--- src/rtl/rca_nibble_seq.sv ---
// Multi-nibble adder sequencer driving one shared external 4-bit ripple-carry adder.
// Optional carry-in port enabled by defining RCA_SEQ_CIN_EN.
module rca_nibble_seq #(
  parameter int unsigned NIBBLES = 4
) (
  input  logic                 clk,
  input  logic                 rst,
  input  logic                 start_valid,
  output logic                 start_ready,
  input  logic [4*NIBBLES-1:0] op_a,
  input  logic [4*NIBBLES-1:0] op_b,
`ifdef RCA_SEQ_CIN_EN
  input  logic                 cin,
`endif
  output logic                 res_valid,
  input  logic                 res_ready,
  output logic [4*NIBBLES-1:0] res_sum,
  output logic                 res_cout,
  output logic                 busy,
  output logic [3:0]           adder_a,
  output logic [3:0]           adder_b,
  input  logic [3:0]           adder_sum,
  input  logic                 adder_cout
);

  localparam int unsigned IdxW = (NIBBLES > 1) ? $clog2(NIBBLES) : 1;

  typedef logic [NIBBLES-1:0][3:0] nib_vec_t;

  typedef enum logic [1:0] {StIdle, StAdd, StInc, StDone} state_e;

  state_e          state_q, state_d;
  nib_vec_t        a_q, a_d, b_q, b_d, sum_q, sum_d;
  logic [IdxW-1:0] idx_q, idx_d;
  logic            carry_q, carry_d;
  logic [3:0]      tmp_q, tmp_d;
  logic            c1_q, c1_d;
  logic            cout_q, cout_d;
  logic            init_carry;
  logic            step_done;
  logic            step_carry;

`ifdef RCA_SEQ_CIN_EN
  assign init_carry = cin;
`else
  assign init_carry = 1'b0;
`endif

  always_comb begin
    state_d     = state_q;
    a_d         = a_q;
    b_d         = b_q;
    sum_d       = sum_q;
    idx_d       = idx_q;
    carry_d     = carry_q;
    tmp_d       = tmp_q;
    c1_d        = c1_q;
    cout_d      = cout_q;
    step_done   = 1'b0;
    step_carry  = 1'b0;
    adder_a     = 4'h0;
    adder_b     = 4'h0;
    start_ready = 1'b0;
    res_valid   = 1'b0;
    busy        = 1'b0;

    unique case (state_q)
      StIdle: begin
        start_ready = 1'b1;
        if (start_valid) begin
          a_d     = op_a;
          b_d     = op_b;
          idx_d   = '0;
          carry_d = init_carry;
          state_d = StAdd;
        end
      end
      StAdd: begin
        busy    = 1'b1;
        adder_a = a_q[idx_q];
        adder_b = b_q[idx_q];
        if (!carry_q) begin
          sum_d[idx_q] = adder_sum;
          step_done    = 1'b1;
          step_carry   = adder_cout;
        end else begin
          // No carry-in on the adder: fold the incoming carry in with a +1 pass.
          tmp_d   = adder_sum;
          c1_d    = adder_cout;
          state_d = StInc;
        end
      end
      StInc: begin
        busy         = 1'b1;
        adder_a      = tmp_q;
        adder_b      = 4'h1;
        sum_d[idx_q] = adder_sum;
        step_done    = 1'b1;
        step_carry   = c1_q | adder_cout;
      end
      StDone: begin
        res_valid = 1'b1;
        if (res_ready) begin
          state_d = StIdle;
        end
      end
      default: state_d = StIdle;
    endcase

    if (step_done) begin
      carry_d = step_carry;
      if (idx_q == IdxW'(NIBBLES - 1)) begin
        cout_d  = step_carry;
        state_d = StDone;
      end else begin
        idx_d   = idx_q + 1'b1;
        state_d = StAdd;
      end
    end
  end

  always_ff @(posedge clk) begin
    if (rst) begin
      state_q <= StIdle;
      a_q     <= '0;
      b_q     <= '0;
      sum_q   <= '0;
      idx_q   <= '0;
      carry_q <= 1'b0;
      tmp_q   <= 4'h0;
      c1_q    <= 1'b0;
      cout_q  <= 1'b0;
    end else begin
      state_q <= state_d;
      a_q     <= a_d;
      b_q     <= b_d;
      sum_q   <= sum_d;
      idx_q   <= idx_d;
      carry_q <= carry_d;
      tmp_q   <= tmp_d;
      c1_q    <= c1_d;
      cout_q  <= cout_d;
    end
  end

  assign res_sum  = sum_q;
  assign res_cout = cout_q;

endmodule

--- config.mk ---
export PLATFORM = sky130hd
export DESIGN_NAME = rca_nibble_seq
export DESIGN_NICKNAME = d
export VERILOG_FILES = /design/src/rtl/rca_nibble_seq.sv
export SDC_FILE = /design/constraint.sdc
export NUM_CORES = 1
export LEC_CHECK = 0
export ABC_AREA = 0
export BUFFER_PORTS_ARGS = -buffer_cell sky130_fd_sc_hd__buf_2
export CAP_MARGIN = 20
export CORE_ASPECT_RATIO = 1.2
export CORE_UTILIZATION = 56
export DETAILED_ROUTE_END_ITERATION = 8
export PLACE_DENSITY = 0.89
export SKIP_CTS_REPAIR_TIMING = 1
export SYNTH_ARGS = -nofsm -noshare
export SYNTH_HDL_FRONTEND = slang
export SYNTH_SLANG_ARGS = --single-unit
--- constraint.sdc ---
create_clock -name clk -period 3.78 [get_ports clk]
set_clock_uncertainty 0.2 [all_clocks]
set_input_delay 0.378 -clock clk [delete_from_list [all_inputs] [get_ports clk]]
set_output_delay 0.378 -clock clk [all_outputs]
set_load 0.01 [all_outputs]
==> metrics.md, run 1 <==
| Metric | Value |
|---|---|
| Critical Path AT | 2.01 ns |
| Netlist cell types | 27 |
| Die height | 76.0 µm |
| Vias in the first global route | roughly 2,000 |
| Sequential cell area | about 1200 µm² |
| Number of enable flip-flop cells after synthesis | 0 |
| Row count | 26 |
| R2R Setup Slk | ~1.5 ns |
| Vias | ~2,200 |
| Num CTS Buffers | 9 |
| Max cap viols | 0 |
| Grt met2 use | 39.3% |
| Initial Util | between 50% and 60% |
| Clk_lat worst skew | 0.33 ns |
| WL/cell | 13.3 µm |
| Global route overflow | 0 |
| Hold Startpoint | op_a[5] |
| Sequential share of the synthesized area | a little under half |
| Nets@finish | 400 |
| Min-delay worst type | in2reg |
| Slew headroom | between 30% and 40% |
| M1 GR Usage | 30.9% |
| GRT Max-Usage Layer | met2 |
| Routed WL | 5440 µm |
| WP data required | 3.20 ns |
| Vias per cell | ~5.3 |
| Status | finished clean |
| Die width | around 64 µm |
| Hold Path Depth | 3 |
| Antenna violations before repair | 0 |
| Crit start category | register |
| DRC Markers | 0 |
| CP Max Fanout | 13 |
| Cell area after layout | between 3000 and 4000 µm² |
| RR Startpoint | state_q[0] |
| Yosys reg bits | around 60 |
| Setup TNS | 0 ns |
| Fmax | 0.387 GHz |
| Buffers on Ports | 68 |
| Cell count after synthesis | 289 |
| RSZ-0062 raised after global routing | false |
| Final hold viol count | 0 |
| Clk sinks | 59 |
| Lkg Pwr | 1.42 nW |
| Primary FF master, synth | dfxtp_1 |
| Core Box Area | around 4300 µm² |
| Synthesized Nets | 339 |
| Iteration-0 DRC count of the detailed router | between 100 and 150 |
| DP Area | 2890 µm² |
| Fin crit period | 2.59 ns |
| Global-route wire length before repair | 9240 µm |
| I/O pins | 69 |
| WS Path Type | reg2out |
| Final WS setup | between 1 and 1.5 ns |
| Hpwl dp | 3820 µm |
| FFs w/ async S/R, synth | 0% |
| Worst Tran Pin Value | 1.00 ns |
| Post-Synthesis Cell Area | 2550 µm² |
| # fillers | 354 |
| Crit end category | output port |
| Share of layout cells above drive strength 1 | a little over a quarter |
| Avg Inst Size Synth | 8.83 µm² |
| VDD IR max | 0.000326 V |
| Total die area | 4830 µm² |
| Met3 Usage GRT | ~5.4% |
| Largest net degree at the start of global routing | 60 |
| Clock tree buffer depth | 2 |
| Hold endpoint | a_q[5] |
| Tot GR Track Use | 24.7% |
| Clock transition at path regs | 0.06 ns |
| Routed Antenna Nets | 0 |
| Slew Limit Fails | 0 |
| Antenna Cells | 0 |
| Dominant cell type by area after synthesis | dfxtp_1 |
| Synth-to-Final Area Change | 21.2% |
| Post-Place Setup Slack | 1.52 ns |
| Synth area leaders | dfxtp_1 46%, nand2_1 10%, a21oi_1 8.4%, mux4_2 7.1%, mux2i_1 6.7% |
| Period Utilization, post-route | approximately two thirds |
| Endpoints failing setup | 0 |
| Synth top area share | between 40% and 50% |
| Detailed Routing Iterations Pass 1 | 4 |
| RR Endpoint | state_q[0] |
| TritonCTS clock tree | built |
| CTS root buf | clkbuf_8 |
| YS warnings | 0 |
| GPL Wtd Cong | 0.748 |
| Multi-input gate area | 1270 µm² |
| PwrDens | 647 nW/µm² |
| H-Tree Depth | 3 |
| R2R cell count | 5 |
==> layer usage <==
layer | up-vias | part of all wire (%)
met5 | - | 0
met4 | 0 | 1.8
met3 | 9 | 4.9
met2 | 69 | 49
met1 | 980 | 45
li1 | 1107 | -
==> Yosys cell counts (all sizes together) (2+ instances only) <==
library cell and instances:
a22oi 4, nand2 71, o211ai 2, inv 4, a21oi 43, nor2b 9
clkbuf 16, and3 3, nand3 9, mux4 8, ha 9, mux2i 17
dfxtp 59, nor2 20, buf 4
==> cells in the final DEF (no fill, tap or decap) <==
| cell | n |
|---|---|
| a221oi_2 | 1 |
| or4_4 | 1 |
| clkbuf_1 | 1 |
| clkbuf_8 | 12 |
| a2bb2oi_1 | 1 |
| and2_1 | 1 |
| inv_1 | 4 |
| nor2b_1 | 9 |
| o21ai_1 | 1 |
| a22oi_1 | 4 |
| mux2i_1 | 17 |
| a311oi_1 | 1 |
| nand2_1 | 71 |
| clkinv_2 | 2 |
| nand3_1 | 9 |
| a21oi_1 | 43 |
| mux4_2 | 8 |
| buf_2 | 68 |
| nor3_1 | 1 |
| o211ai_1 | 2 |
| buf_16 | 1 |
| and3_1 | 3 |
| dfxtp_1 | 59 |
| nor2_1 | 20 |
| ha_1 | 9 |
| buf_4 | 1 |
| nand3b_1 | 1 |
| or3_1 | 1 |
| o21a_1 | 1 |
| a211oi_1 | 1 |
==> stage by stage <==
step | std cells | power, mW | hold slack (ns) | util [%]
2_1_floorplan | 289 | 1.31 | 0.233 | -
3_3_place_gp | 394 | 1.45 | 0.241 | 66.7
3_5_place_dp | 394 | 1.48 | 0.247 | 66.7
4_1_cts | 409 | 1.98 | 0.0700 | 70.9
5_1_grt | 410 | 2.13 | 0.0825 | 71.5
6_report | 410 | 2.00 | 0.0774 | 71.5
==> flip-flops by register name, indices dropped and copies added, names as in the netlist, 2 cells and up <==
| register | count |
|---|---|
| a_q | 16 |
| b_q | 16 |
| idx_q | 2 |
| res_sum | 16 |
| state_q | 2 |
| tmp_q | 4 |
==> where the power goes <==
part           leakage [nW]  internal (mW)  switching [mW]  total, mW
combinational         0.844          0.306           0.403      0.709
clock                0.0953          0.286           0.223      0.509
sequential            0.481          0.716          0.0684      0.785
total                  1.42           1.31           0.695       2.00
==> kinds of logic (layout without fill, tap and decap cells) <==
kind of cell               count (synthesis)  count (layout)  synth area share, %
and+or+nand+nor                          117             117                 19.5
buffers and inverters                     24              89                 3.82
adders and majority gates                  9               9                 4.41
DFF                                       59              59                 46.3
AOI/OAI and AO/OA                         55              55                 12.3
muxes                                     25              25                 13.7
==> worst max path at each step <==
stage,startpoint,end,slack [ns],depth (start not counted)
finish,idx_q[0],adder_a[0],1.19,4
floorplan,state_q[0],state_q[1],1.82,6
global route,idx_q[0],adder_a[0],1.0,4
detailed placement,idx_q[0],adder_a[2],1.52,4
global placement,idx_q[0],adder_b[0],1.57,4
CTS,idx_q[0],adder_a[2],1.17,4
==> area by class of cell <==
type / count / share of cell area, %
Clock buffer: 13 / 5.46
Sequential cell: 59 / 38.2
Timing Repair Buffer: 70 / 12.1
Tap cell: 56 / 2.26
Multi-Input combinational cell: 206 / 41.2
Inverter: 4 / 0.485
Clock inverter: 2 / 0.323
==> critical path: stages, from the launching register on <==
cell	delay, ns
dfxtp_1	0.73
mux4_2	0.58
a22oi_1	0.16
nor2b_1	0.07
buf_2	0.14
Note: power is estimated with default switching activity, not from simulation.
==> run 2, diff against run 1 <==
ABC_AREA = 1   (was 0)
CORE_UTILIZATION = 47   (was 56)
PLACE_DENSITY = 0.8   (was 0.89)
clock period = 2.15 ns   (was 3.78 ns; I/O delays follow)
==> run 2 against run 1 <==
Net effect:
- the flow now finishes with violations (design-rule violations, negative hold slack)
- worst hold slack got worse by 0.15 ns
- synthesized cell count rose by 27%
- wire length rose by 28%
- non-clock buffer count rose by 32
- critical path depth rose by 2
- register-to-register slack got worse by 1.2 ns
- area after synthesis rose by 5.6%
- sequential power rose by 75%
- power rose by 86%
- critical endpoint is now adder_a[3]
==> metrics.md, run 2 <==
| Metric | Value |
|---|---|
| WS Path Type | reg2out |
| Compound-gate portion of the synthesized area | ~16% |
| Clk sinks | 59 |
| CP Max Fanout | 6 |
| Vias | 2,733 |
| RSZ-0062 raised after global routing | false |
| Crit start category | register |
| Global route overflow | 0 |
| Avg Inst Size Synth | roughly 7.3 µm² |
| Max cap viols | 0 |
| Min-delay worst type | in2reg |
| Largest family of logic cells by synthesized area | simple AND/OR/NAND/NOR gates |
| Antenna Cells | 0 |
| Antenna violations before repair | 0 |
| Pwr Total | 3.72 mW |
| Vias in the first global route | 2,295 |
| Total die area | about 6000 µm² |
| Hold endpoint | b_q[7] |
| Num CTS Buffers | 9 |
| Synthesized Nets | 417 |
| Clock tree buffer depth | 2 |
| Synth-to-Final Area Change | 33.1% |
| Global-route wire length before repair | just over 10,000 µm |
| Sequential cell area | about 1200 µm² |
| Routed wl met2 | 3580 µm |
| Synth area leaders | dfxtp_1 44%, nor2_1 13%, o21ai_0 7.8%, nand2_1 6.8%, nand3_1 5.6% |
| R2R cell count | 8 |
| Number of enable flip-flop cells after synthesis | 0 |
| Top Layer Used | met4 |
| Mux contribution to synthesized area | 0% |
| I/O pins | 69 |
| Detailed Routing Iterations Pass 1 | 7 |
| Slew headroom | 68.3% |
| Endpoints failing setup | 0 |
| Setup TNS | 0 ns |
| Slew Limit Fails | 0 |
| Initial Util | approximately 50% |
| Die width | 71.1 µm |
| TritonCTS clock tree | built |
| Dominant cell type by area after synthesis | dfxtp_1 |
| YS warnings | 0 |
| Failing checks | design-rule violations, negative hold slack |
| Routed Antenna Nets | 0 |
| Adder-cell share of the synthesized area | 4.18% |
| WL met1 | approximately 2900 µm |
| Crit end category | output port |
| R2R Setup Slk | around 0.36 ns |
| Core Box Area | 5410 µm² |
| Clock transition at path regs | 0.07 ns |
| Most frequent cells in the layout | 93 x nor2_1, 68 x buf_2, 58 x dfxtp_1, 47 x nand2_1, 42 x o21ai_0 |
| Synth top area share | between 40% and 50% |
| Commonest non-fill, non-tap cell in the layout | nor2_1 |
| Sequential share of the synthesized area | roughly 44% |
| Share of layout cells above drive strength 1 | 24.7% |
| Status | finished with violations |
| Xor/xnor cell area share of the yosys netlist | 0% |
| FFs w/ async S/R, synth | 0% |
| Final hold viol count | 6 |
| CTS root buf | clkbuf_8 |
| Cell count after synthesis | 367 |
| Clk_lat worst skew | 0.33 ns |
| Period Utilization, post-route | 96.8% |
| Lkg Pwr | 1.66 nW |
| Row count | 29 |
| Primary FF master, synth | dfxtp_1 |
| Netlist cell types | 25 |
| Die height | 85.0 µm |
| Tot GR Track Use | between 20% and 30% |
| Top-count cell post-synth | nor2_1 |
| Vias per cell | approximately 5.2 |
| H-Tree Depth | 3 |
| Iteration-0 DRC count of the detailed router | 163 |
| VDD IR max | 0.000650 V |
| Simple logic cell fraction of the synthesized area | 29.2% |
| Fin crit period | 2.08 ns |
| DR WL met3 | around 360 µm |
| Critical Path AT | 1.67 ns |
| WP data required | 1.74 ns |
| Worst Tran Pin Value | 0.475 ns |
| Multi-input gate area | 1360 µm² |
| PwrDens | between 1000 and 1500 nW/µm² |
| DRC Markers | 5 |
| RR Endpoint | res_sum[14] |
| WL/cell | 13.1 µm |
| Hold Startpoint | op_b[7] |
| Worst hold slack | -0.0695 ns |
| Nets@finish | 511 |
| Largest net degree at the start of global routing | 35 |
| RR Startpoint | state_q[1] |
| # fillers | 471 |
| Hpwl dp | around 4300 µm |
| GPL Wtd Cong | approximately 0.85 |
| Post-Synthesis Cell Area | 2700 µm² |
| Yosys reg bits | 59 |
| Hold Path Depth | 3 |
| Routed WL | 6940 µm |
| Synth top cells by count | 93 x nor2_1, 59 x dfxtp_1, 49 x nand2_1, 42 x o21ai_0, 30 x nand3_1 |
| Fmax | slightly below 0.5 GHz |
| Buffers on Ports | 68 |
-- run 2: changes by cell type in the layout (fill, tap and decap cells not counted), moves of 8 or more --
cell | before | now
nor2b_1 | 9 | 0
a21oi_1 | 43 | 17
nor2_1 | 20 | 93
o21ai_0 | 0 | 42
nand3_1 | 9 | 30
nand2_1 | 71 | 47
mux4_2 | 8 | 0
mux2i_1 | 17 | 0
inv_1 | 4 | 15
dlygate4sd3_1 | 0 | 27
nand2_2 | 0 | 8
-- run 2: power by group --
group	leakage, nW	switching (mW)	internal [mW]	total [mW]
logic	1.06	0.727	0.439	1.17
registers	0.484	0.0959	1.28	1.37
clock network	0.120	0.433	0.750	1.18
total	1.66	1.26	2.47	3.72
-- run 2: cell families (layout without fill, tap and decap cells) --
family,Yosys count,after routing
flops,59,59
buf+inv,37,136
simple gates,184,184
compound gates,78,78
fa+ha+maj,9,9
-- run 2: metal layers --
| layer | vias up | GRT usage, % |
|---|---|---|
| li1 | 1377 | - |
| met1 | 1256 | 24.6 |
| met2 | 88 | 38.6 |
| met3 | 12 | 4.28 |
| met4 | 0 | 9.27 |
| met5 | - | 0 |
-- run 2: worst max path at each step --
stage | from | end | slack (ns) | cells after the start
after detailed placement | state_q[0] | adder_a[2] | 0.25 | 6
after global placement | state_q[0] | adder_a[0] | 0.29 | 6
after floorplan | state_q[0] | adder_a[0] | 0.43 | 5
after CTS | state_q[0] | adder_a[2] | -0.13 | 6
final | state_q[1] | adder_a[3] | 0.07 | 6
after global routing | state_q[1] | adder_a[0] | 0.002 | 6
-- run 2: critical path, stage by stage, from the launching register on --
cell,delay [ns]
dfxtp_1,0.35
inv_1,0.12
ha_4,0.33
nand2_2,0.10
a31oi_1,0.16
a22o_1,0.16
buf_2,0.13
-- run 2: metrics by stage --
stage | setup slack [ns] | std cells | utilization (%) | instance area [µm²]
floorplan | 0.430 | 367 | - | 2700
global placement | 0.294 | 485 | 56.6 | 3060
detailed placement | 0.246 | 485 | 56.6 | 3060
CTS | -0.130 | 501 | 61.0 | 3300
global route | 0.00223 | 528 | 66.4 | 3590
finish | 0.0694 | 528 | 66.4 | 3590
-- run 2: final cells by class --
class,instances,share of cell area (%)
tap,62,2.16
timing repair buffer,102,18.5
inverter,18,1.95
sequential,59,33.0
clock inverter,3,1.92
clock buffer,13,4.71
multi-input combinational,271,37.8
